### src/rtl/pic_param_ctrl.sv
// pic_param_ctrl: parametrised 8259-style interrupt controller with edge/level
// triggering, fixed or rotating priority, nested ISR masking, AEOI or
// commanded EOI, and a two-pulse INTA vector handshake.
// Optional build macro: PIC_SPECIAL_MASK_EN implements CTRL bit2 (SMM).
module pic_param_ctrl #(
    parameter int NUM_IRQ = 8,
    parameter int ID_W    = $clog2(NUM_IRQ),
    parameter int VEC_W   = 8
) (
    input  logic               clk,
    input  logic               rst_n,
    input  logic [NUM_IRQ-1:0] irq_i,
    input  logic               cfg_we,
    input  logic               cfg_re,
    input  logic [2:0]         cfg_addr,
    input  logic [31:0]        cfg_wdata,
    output logic [31:0]        cfg_rdata,
    output logic               int_o,
    input  logic               inta_i,
    output logic [VEC_W-1:0]   vec_o,
    output logic               vec_valid_o,
    output logic               busy_o
);

    // state | meaning
    // IDLE  | no handshake; int_o follows arbitration
    // ACK1  | grant cycle: latch winner, set ISR, clear edge IRR bit
    // WAIT2 | busy, waiting for second INTA
    // ACK2  | vector strobed; AEOI applied on exit
    typedef enum logic [1:0] {S_IDLE, S_ACK1, S_WAIT2, S_ACK2} state_t;

`ifdef PIC_SPECIAL_MASK_EN
    localparam logic [2:0] CTRL_WMASK = 3'b111;
`else
    localparam logic [2:0] CTRL_WMASK = 3'b011;
`endif

    state_t               state_q;
    logic [NUM_IRQ-1:0]   mask_q, trig_q, irr_q, irr_d, isr_q, isr_d, irq_prev_q;
    logic [VEC_W-1:0]     vbase_q, vec_q;
    logic [2:0]           ctrl_q;
    logic [ID_W-1:0]      last_id_q, last_id_d, grant_id_q;
    logic                 int_q, vec_valid_q, busy_q;
    logic [31:0]          rdata_q, rdata_d;

    logic [ID_W-1:0]      rot_base;
    logic [NUM_IRQ-1:0]   smm_mask, nest_req;
    logic                 cand_found, nest_found, top_found, cand_ok;
    logic [ID_W-1:0]      cand_id, top_id, nest_id_unused;
    logic [5:0]           cand_off, nest_off, top_off_unused;
    logic                 eoi_wr;
    logic [NUM_IRQ-1:0]   eoi_sel, grant_sel;
    logic [ID_W-1:0]      eoi_id;
    logic                 unused_wdata;

    assign unused_wdata = ^cfg_wdata;

    function automatic logic [ID_W-1:0] rot_idx(input logic [ID_W-1:0] base, input int off);
        int sum;
        sum = int'(base) + off;
        if (sum >= NUM_IRQ) sum = sum - NUM_IRQ;
        return ID_W'(sum);
    endfunction

    // Lowest offset from base wins; off is the priority rank (0 = highest).
    function automatic void pick_first(
        input  logic [NUM_IRQ-1:0] req,
        input  logic [ID_W-1:0]    base,
        output logic               found,
        output logic [ID_W-1:0]    id,
        output logic [5:0]         off
    );
        found = 1'b0;
        id    = '0;
        off   = '0;
        for (int i = NUM_IRQ - 1; i >= 0; i--) begin
            if (req[rot_idx(base, i)]) begin
                found = 1'b1;
                id    = rot_idx(base, i);
                off   = 6'(i);
            end
        end
    endfunction

`ifdef PIC_SPECIAL_MASK_EN
    assign smm_mask = ctrl_q[2] ? mask_q : '0;
`else
    assign smm_mask = '0;
`endif
    assign nest_req = isr_q & ~smm_mask;

    // Priority resolution for request candidate, nesting level and EOI target
    always_comb begin
        rot_base = '0;
        if (ctrl_q[1]) begin
            rot_base = (last_id_q == ID_W'(NUM_IRQ - 1)) ? '0 : last_id_q + ID_W'(1);
        end
        pick_first(irr_q & ~mask_q, rot_base, cand_found, cand_id, cand_off);
        pick_first(nest_req, rot_base, nest_found, nest_id_unused, nest_off);
        pick_first(isr_q, rot_base, top_found, top_id, top_off_unused);
        cand_ok = cand_found && (!nest_found || (cand_off < nest_off));
    end

    // Next IRR/ISR/last_id and read-data mux; EOI clear precedes the ACK1 set
    always_comb begin
        eoi_wr    = cfg_we && (cfg_addr == 3'd4);
        eoi_id    = cfg_wdata[8] ? cfg_wdata[ID_W-1:0] : top_id;
        eoi_sel   = '0;
        if (cfg_wdata[8]) eoi_sel = NUM_IRQ'(1) << cfg_wdata[ID_W-1:0];
        else if (top_found) eoi_sel = NUM_IRQ'(1) << top_id;
        grant_sel = '0;
        if (state_q == S_ACK1 && cand_found) grant_sel = NUM_IRQ'(1) << cand_id;

        isr_d     = isr_q;
        last_id_d = last_id_q;
        if (eoi_wr && |(isr_q & eoi_sel)) begin
            isr_d     = isr_d & ~eoi_sel;
            last_id_d = eoi_id;
        end
        isr_d = isr_d | grant_sel;
        if (state_q == S_ACK2 && ctrl_q[0]) begin
            isr_d     = isr_d & ~(NUM_IRQ'(1) << grant_id_q);
            last_id_d = grant_id_q;
        end

        irr_d = (trig_q & irq_i) |
                (~trig_q & ((irr_q & ~grant_sel) | (irq_i & ~irq_prev_q)));

        rdata_d = '0;
        if (cfg_re) begin
            case (cfg_addr)
                3'd0:    rdata_d = 32'(mask_q);
                3'd1:    rdata_d = 32'(trig_q);
                3'd2:    rdata_d = 32'(vbase_q);
                3'd3:    rdata_d = 32'(ctrl_q);
                3'd5:    rdata_d = 32'(irr_q);
                3'd6:    rdata_d = 32'(isr_q);
                default: rdata_d = '0;
            endcase
        end
    end

    // Register file, request/service registers and edge-detect history
    always_ff @(posedge clk or negedge rst_n) begin
        if (!rst_n) begin
            mask_q     <= '1;
            trig_q     <= '0;
            vbase_q    <= '0;
            ctrl_q     <= '0;
            irr_q      <= '0;
            isr_q      <= '0;
            irq_prev_q <= '0;
            last_id_q  <= ID_W'(NUM_IRQ - 1);
            rdata_q    <= '0;
        end else begin
            irq_prev_q <= irq_i;
            irr_q      <= irr_d;
            isr_q      <= isr_d;
            last_id_q  <= last_id_d;
            rdata_q    <= rdata_d;
            if (cfg_we) begin
                case (cfg_addr)
                    3'd0:    mask_q  <= cfg_wdata[NUM_IRQ-1:0];
                    3'd1:    trig_q  <= cfg_wdata[NUM_IRQ-1:0];
                    3'd2:    vbase_q <= cfg_wdata[VEC_W-1:0];
                    3'd3:    ctrl_q  <= cfg_wdata[2:0] & CTRL_WMASK;
                    default: ;
                endcase
            end
        end
    end

    // INTA handshake FSM with registered int/vector/busy outputs
    always_ff @(posedge clk or negedge rst_n) begin
        if (!rst_n) begin
            state_q     <= S_IDLE;
            grant_id_q  <= '0;
            int_q       <= 1'b0;
            vec_q       <= '0;
            vec_valid_q <= 1'b0;
            busy_q      <= 1'b0;
        end else begin
            vec_valid_q <= 1'b0;
            int_q       <= 1'b0;
            case (state_q)
                S_IDLE: begin
                    if (inta_i) begin
                        state_q <= S_ACK1;
                        busy_q  <= 1'b1;
                    end else begin
                        int_q <= cand_ok;
                    end
                end
                S_ACK1: begin
                    grant_id_q <= cand_found ? cand_id : ID_W'(NUM_IRQ - 1);
                    state_q    <= S_WAIT2;
                end
                S_WAIT2: begin
                    if (inta_i) begin
                        state_q     <= S_ACK2;
                        vec_q       <= vbase_q + VEC_W'(grant_id_q);
                        vec_valid_q <= 1'b1;
                        busy_q      <= 1'b0;
                    end
                end
                S_ACK2:  state_q <= S_IDLE;
                default: state_q <= S_IDLE;
            endcase
        end
    end

    assign cfg_rdata   = rdata_q;
    assign int_o       = int_q;
    assign vec_o       = vec_q;
    assign vec_valid_o = vec_valid_q;
    assign busy_o      = busy_q;

endmodule

### config.mk
export PLATFORM = sky130hd
export DESIGN_NAME = pic_param_ctrl
export DESIGN_NICKNAME = d
export VERILOG_FILES = /design/src/rtl/pic_param_ctrl.sv
export SDC_FILE = /design/constraint.sdc
export NUM_CORES = 1
export LEC_CHECK = 0
export BUFFER_PORTS_ARGS = -buffer_cell sky130_fd_sc_hd__buf_2
export CAP_MARGIN = 40
export CELL_PAD_IN_SITES_DETAIL_PLACEMENT = 0
export CELL_PAD_IN_SITES_GLOBAL_PLACEMENT = 2
export CORE_MARGIN = 4
export CORE_UTILIZATION = 30
export CTS_BUF_LIST = sky130_fd_sc_hd__clkbuf_8
export DETAILED_ROUTE_END_ITERATION = 8
export PLACE_DENSITY = 0.69
export SLEW_MARGIN = 20
export SYNTH_ARGS = -nofsm -noshare
export SYNTH_HDL_FRONTEND = slang
export SYNTH_SLANG_ARGS = --single-unit
### constraint.sdc
create_clock -name clk -period 5.83 [get_ports clk]
set_input_delay 0.583 -clock clk [delete_from_list [all_inputs] [get_ports clk]]
set_output_delay 0.583 -clock clk [all_outputs]
set_load 0.01 [all_outputs]
# Yosys cells after proc, flatten, opt, wreduce, memory -nomap -nowiden
# Index checks and enable logic that the tools add are counted.
# totals
ff_bits	101
input_bits	48
output_inout_bits	43
word_cells	212
# op_classes
add_sub_neg	17
n_lt_le_gt_ge	17
eq_ne	12
shifts	4
mux	111
n_bitwise	17
n_reduce_logical	19
# op_table
cell	n
$mux 3	32
$mux 6	14
$and 8x8->8	8
$bmux 1 s3	16
$mux 8	6
$not 8->8	6
$pmux 8 s6	1
$mux 1	38
$lt 3x4->1 const B	8
$shl 1x3->8 const A	4
$ge 4x4->1 const B	7
$or 8x8->8	3
$sub 3x1->3 const B	8
$add 3x3->4 const B	4
$eq 3x3->1 const B	4
$reduce_and 2->1	6
$add 3x2->4 const B	2
$add 8x3->8	1
$pmux 2 s4	1
$reduce_or 8->1	1
$eq 3x2->1 const B	2
$lt 6x6->1	1
$logic_and 1x1->1	5
$add 3x1->4 const B	1
other kinds (14)	18

# Logic depth before layout (Yosys ltp)
# depth
word_depth	26
ltp_mapped	20

# Worst setup path before layout
# No wires, ideal clock.
# synth_timing
path_type	register -> register
from	reg last_id_q[0]
to	reg last_id_q[0]
setup_time_ns	0.080
arrival_ns	4.688
path_slack_ns	1.063
path_stages_with_launch	19
n_path_buf	5
cell_sequence	dfstp_2 > ha_1 > ha_1 > clkbuf_1 > nand3b_1 > clkbuf_1 > ha_1 > a21boi_0 > or2_2 > clkbuf_1 > mux4_2 > nor3b_2 > a32o_1 > buf_2 > mux2_2 > a221oi_2 > buf_4 > o21bai_1 > a32o_1
# synth_between
elab_chain_len	23
elab_cells_between_ends	77
# synth_rtl
element	line_no	source
start: declaration	42	logic [ID_W-1:0] last_id_q, last_id_d, grant_id_q;
start signal: assignment	153	last_id_q <= ID_W'(NUM_IRQ - 1);
start signal: assignment	159	last_id_q <= last_id_d;
$add 3x1->3 / $eq 3x3->1 (equally long branches)	96	rot_base = (last_id_q == ID_W'(NUM_IRQ - 1)) ? '0 : last_id_q + ID_W'(1);
$mux 3 (*)	96	
$mux 3 (*)	95	if (ctrl_q[1]) begin
$add 3x3->4	60	sum = int'(base) + off;
$ge 4x4->1 / $sub 3x1->3 (equally long branches)	61	if (sum >= NUM_IRQ) sum = sum - NUM_IRQ;
$mux 3	61	
$bmux 1 s3	77	if (req[rot_idx(base, i)]) begin
$mux 1 (not written as such)	77	
$mux 3 (8 in a row)	77	
$shl 1x3->8	110	else if (top_found) eoi_sel = NUM_IRQ'(1) << top_id;
$mux 8	110	
$mux 8	109	if (cfg_wdata[8]) eoi_sel = NUM_IRQ'(1) << cfg_wdata[ID_W-1:0];
$and 8x8->8	116	if (eoi_wr && |(isr_q & eoi_sel)) begin
$reduce_or 8->1	116	
$logic_and 1x1->1	116	
$reduce_bool 2->1 (no line)	-	
# Mark *: on every way between the ends. The rest lies on a longest branch, timed or not. The select of a mux whose other input is x is not followed.
# A chain may end at the register's enable or synchronous reset.

# Final worst setup path
# layout_timing
from	reg last_id_q[0]
to	reg last_id_q[1]
# The elaborated chain is that of the path after synthesis.

==> flow_metrics.py <==
metrics = {
    "synthesis": {
        "yosys_warnings": 0,
        "synth-main-ff-cell": "dfrtp_1",
        "async_flop_share": 1.00,
        "syn_area_sq_mm": 0.00609,
        "ys_seq_elements": 77,
        "synth-seq-area-share": 0.319,
        "synth_cell_types": 76,
        "synth-edff-count": 0,
        "synthCells": 670,
        "syn_avg_cell_area_sq_um": 9.09,
    },
    "sta": {
        "relSlewSlack": 0.457,
        "tightest_slew_ps": 811,
        "drv_slew": 0,
        "rsz0062_at_grt": "no",
        "hold_viol_final": 0,
        "fin_ws_ps": 590,
        "setup_tns_ps": 0,
        "skew_ps": 8.46,
        "timing.hold.ws_ps": 248,
        "min_period_over_period": 0.899,
        "finalCriticalPeriod_ps": 5240,
        "fmax_mhz": 191,
        "final-setup-viol-count": 0,
    },
    "cts": {
        "clock_path_buffers": 2,
        "postCtsSetupRepairBufs": 0,
        "cts_tree": "done",
        "cts_resized": 0,
        "hold_buffers": 0,
        "clk_pin_slew_ps": 80,
        "insertion_delay_ps": 350,
        "numCtsBuffers": 9,
        "cts.sinks": 77,
        "clockRootBuffer": "clkbuf_8",
        "htreeDepth": 3,
    },
    "global_routing": {
        "grt.total_usage": 0.174,
        "grt_overflow": 0,
        "grt_antenna_before_repair": 0,
        "grt_start_max_net_pins": 49,
        "grt_first_pass_wirelength_microns": 30100,
        "grt_pass1_vias": 5221,
    },
    "power": {
        "clockPowerShare": 0.086,
        "sw_frac_of_total": 0.521,
        "pwr-share-comb": 0.711,
        "powerDensity_mw_per_mm2": 686,
        "power.internal_mw": 2.22,
        "ir_drop_mv": 0.257,
        "power_mw": 4.63,
        "p_seq_frac": 0.203,
        "p_leak_nw": 2.84,
        "p_sw_mw": 2.41,
    },
    "die": {
        "core_sq_mm": 0.0197,
        "die_h_microns": 150,
        "start_util": 0.309,
        "num_rows": 51,
        "ios": 91,
        "dieArea_sq_mm": 0.0226,
        "die_w_microns": 150,
    },
    "worst_setup_path": {
        "crit_top_cell": "ha_1",
        "rrSetupSlack_ps": 590,
        "max_stage_delay_ps": 690,
        "cp-start-kind": "register",
        "critPathKind": "reg -> reg",
        "crit_required_ps": 6120,
        "cp_slowest_cell": "dfstp_2",
        "cp_num_buf_inv": 2,
        "path_delay_family": "compound AO/OA/AOI/OAI gates",
        "crit_chain": "ha_1 -> ha_1 -> nand3b_1 -> clkinv_1 -> ha_1 -> and3b_1 -> o21ai_0 -> o22ai_1 -> nor2_1 -> a2111oi_0 -> a21boi_0 -> o2111a_2 -> a221oi_2 -> buf_4 -> or4b_1 -> a31oi_1",
        "critPathArrivalTime_ps": 5530,
        "path_max_fanout": 13,
        "end_kind": "register",
    },
    "layout": {
        "final_cell_mix": "66 x dfrtp_1, 54 x nand2_1, 54 x nor2_1, 44 x o21ai_0, 42 x buf_2",
        "drive_gt1_frac": 0.215,
        "design_area_sq_mm": 0.00675,
        "finish.utilization": 0.342,
        "syn2layout_area_growth_pct": 10.9,
        "final_common_cell": "dfrtp_1",
        "instances_no_fill": 977,
        "diodes": 0,
        "fin_nets": 769,
    },
    "routing": {
        "route.met3.wl_microns": 768,
        "drt-met1-wl_microns": 9050,
        "detail_route.wirelength_microns": 19500,
        "post_drt_wl_per_cell_microns": 20.0,
        "viasPerCell": 5.47,
        "drt.antenna.violating_nets": 0,
        "drcViolationCount": 0,
        "dr_wl_met2_microns": 9560,
        "drtIter0Drc": 459,
        "first_pass_iters": 5,
        "num_vias": 5348,
        "highest_layer": "met4",
    },
    "status": {
        "status": "completed",
    },
    "run": {
        "max-cap-violations": 0,
    },
    "place": {
        "dp_hpwl_microns": 15100,
        "port_buffers": 43,
        "dp_cells": 960,
        "dpl_cell_area_sq_mm": 0.00655,
        "place_ws_ps": 695,
        "gp_congestion": 0.858,
    },
    "hold_path": {
        "hold_path_class": "in -> async",
    },
}
[routing by layer]
layer  vias to the layer above  GRT usage
li1                       2528          -
met1                      2653      0.240
met2                       155      0.289
met3                        12     0.0220
met4                         0     0.0421
met5                         -          0
[power by group through the flow]
| stage | logic [mW] | registers [mW] | clock network (mW) |
|---|---|---|---|
| final | 3.29 | 0.939 | 0.397 |
| after global routing | 3.60 | 0.968 | 0.439 |
| after CTS | 3.25 | 0.938 | 0.413 |
| after detailed placement | 3.23 | 0.947 | 0 |
| after global placement | 3.19 | 0.943 | 0 |
| after floorplan | 2.38 | 0.824 | 0 |
[cells in the mapped netlist, types with 18 or more instances]
cell      count  share of area
a21oi_1      24          0.020
buf_4        26          0.032
clkbuf_1     29          0.018
dfrtp_1      66           0.27
inv_1        23          0.014
mux2_2       28          0.052
mux2i_1      26          0.043
nand2_1      54          0.033
nand2b_1     24          0.025
nand3_1      18          0.015
nor2_1       54          0.033
o21ai_0      44          0.036
[worst reg2reg max path: cells and delay by family (launching register included)]
kind / cells / cell delay [ps]
compound gates: 7 / 1960
fa+ha+maj: 3 / 850
buf+inv: 2 / 360
flops: 1 / 690
simple gates: 4 / 1330
[path summary, 6_finish.rpt]
path / cells past startpoint / to / start
setup / recovery: 16 / last_id_q[1] / last_id_q[0]
hold reg to reg: 2 / vec_o[3] / vec_o[3]
setup reg to reg: 16 / last_id_q[1] / last_id_q[0]
hold / removal: 1 / vbase_q[6] / rst_n
max in group asynchronous: 2 / last_id_q[1] / rst_n
min in group clk: 1 / irq_prev_q[5] / irq_i[5]
[flip-flops by register name, indices dropped and copies added, names as in the netlist]
signal       count
busy_o           1
cfg_rdata        8
ctrl_q           2
grant_id_q       3
int_o            1
irq_prev_q       8
irr_q            8
isr_q            8
last_id_q        3
mask_q           8
state_q          2
trig_q           8
vbase_q          8
vec_o            8
vec_valid_o      1
[layout make-up]
type,count,area (sq um)
Fill cell,2040,13000
Multi-Input combinational cell,528,3790
Sequential cell,77,1940
Timing Repair Buffer,65,395
Tap cell,265,332
Clock buffer,10,138
Inverter,26,97.6
Clock inverter,6,55.1
[cells by family after synthesis]
logic type,after synthesis,share of synthesized area
and+or+nand+nor,214,0.176
AOI/OAI and AO/OA,199,0.235
buffers and inverters,88,0.0733
DFF,77,0.319
muxes,71,0.157
adders and majority gates,14,0.0300
xor gates and xnor gates,6,0.00863
other,1,0.000616
Note: power is estimated with default switching activity, not from simulation.
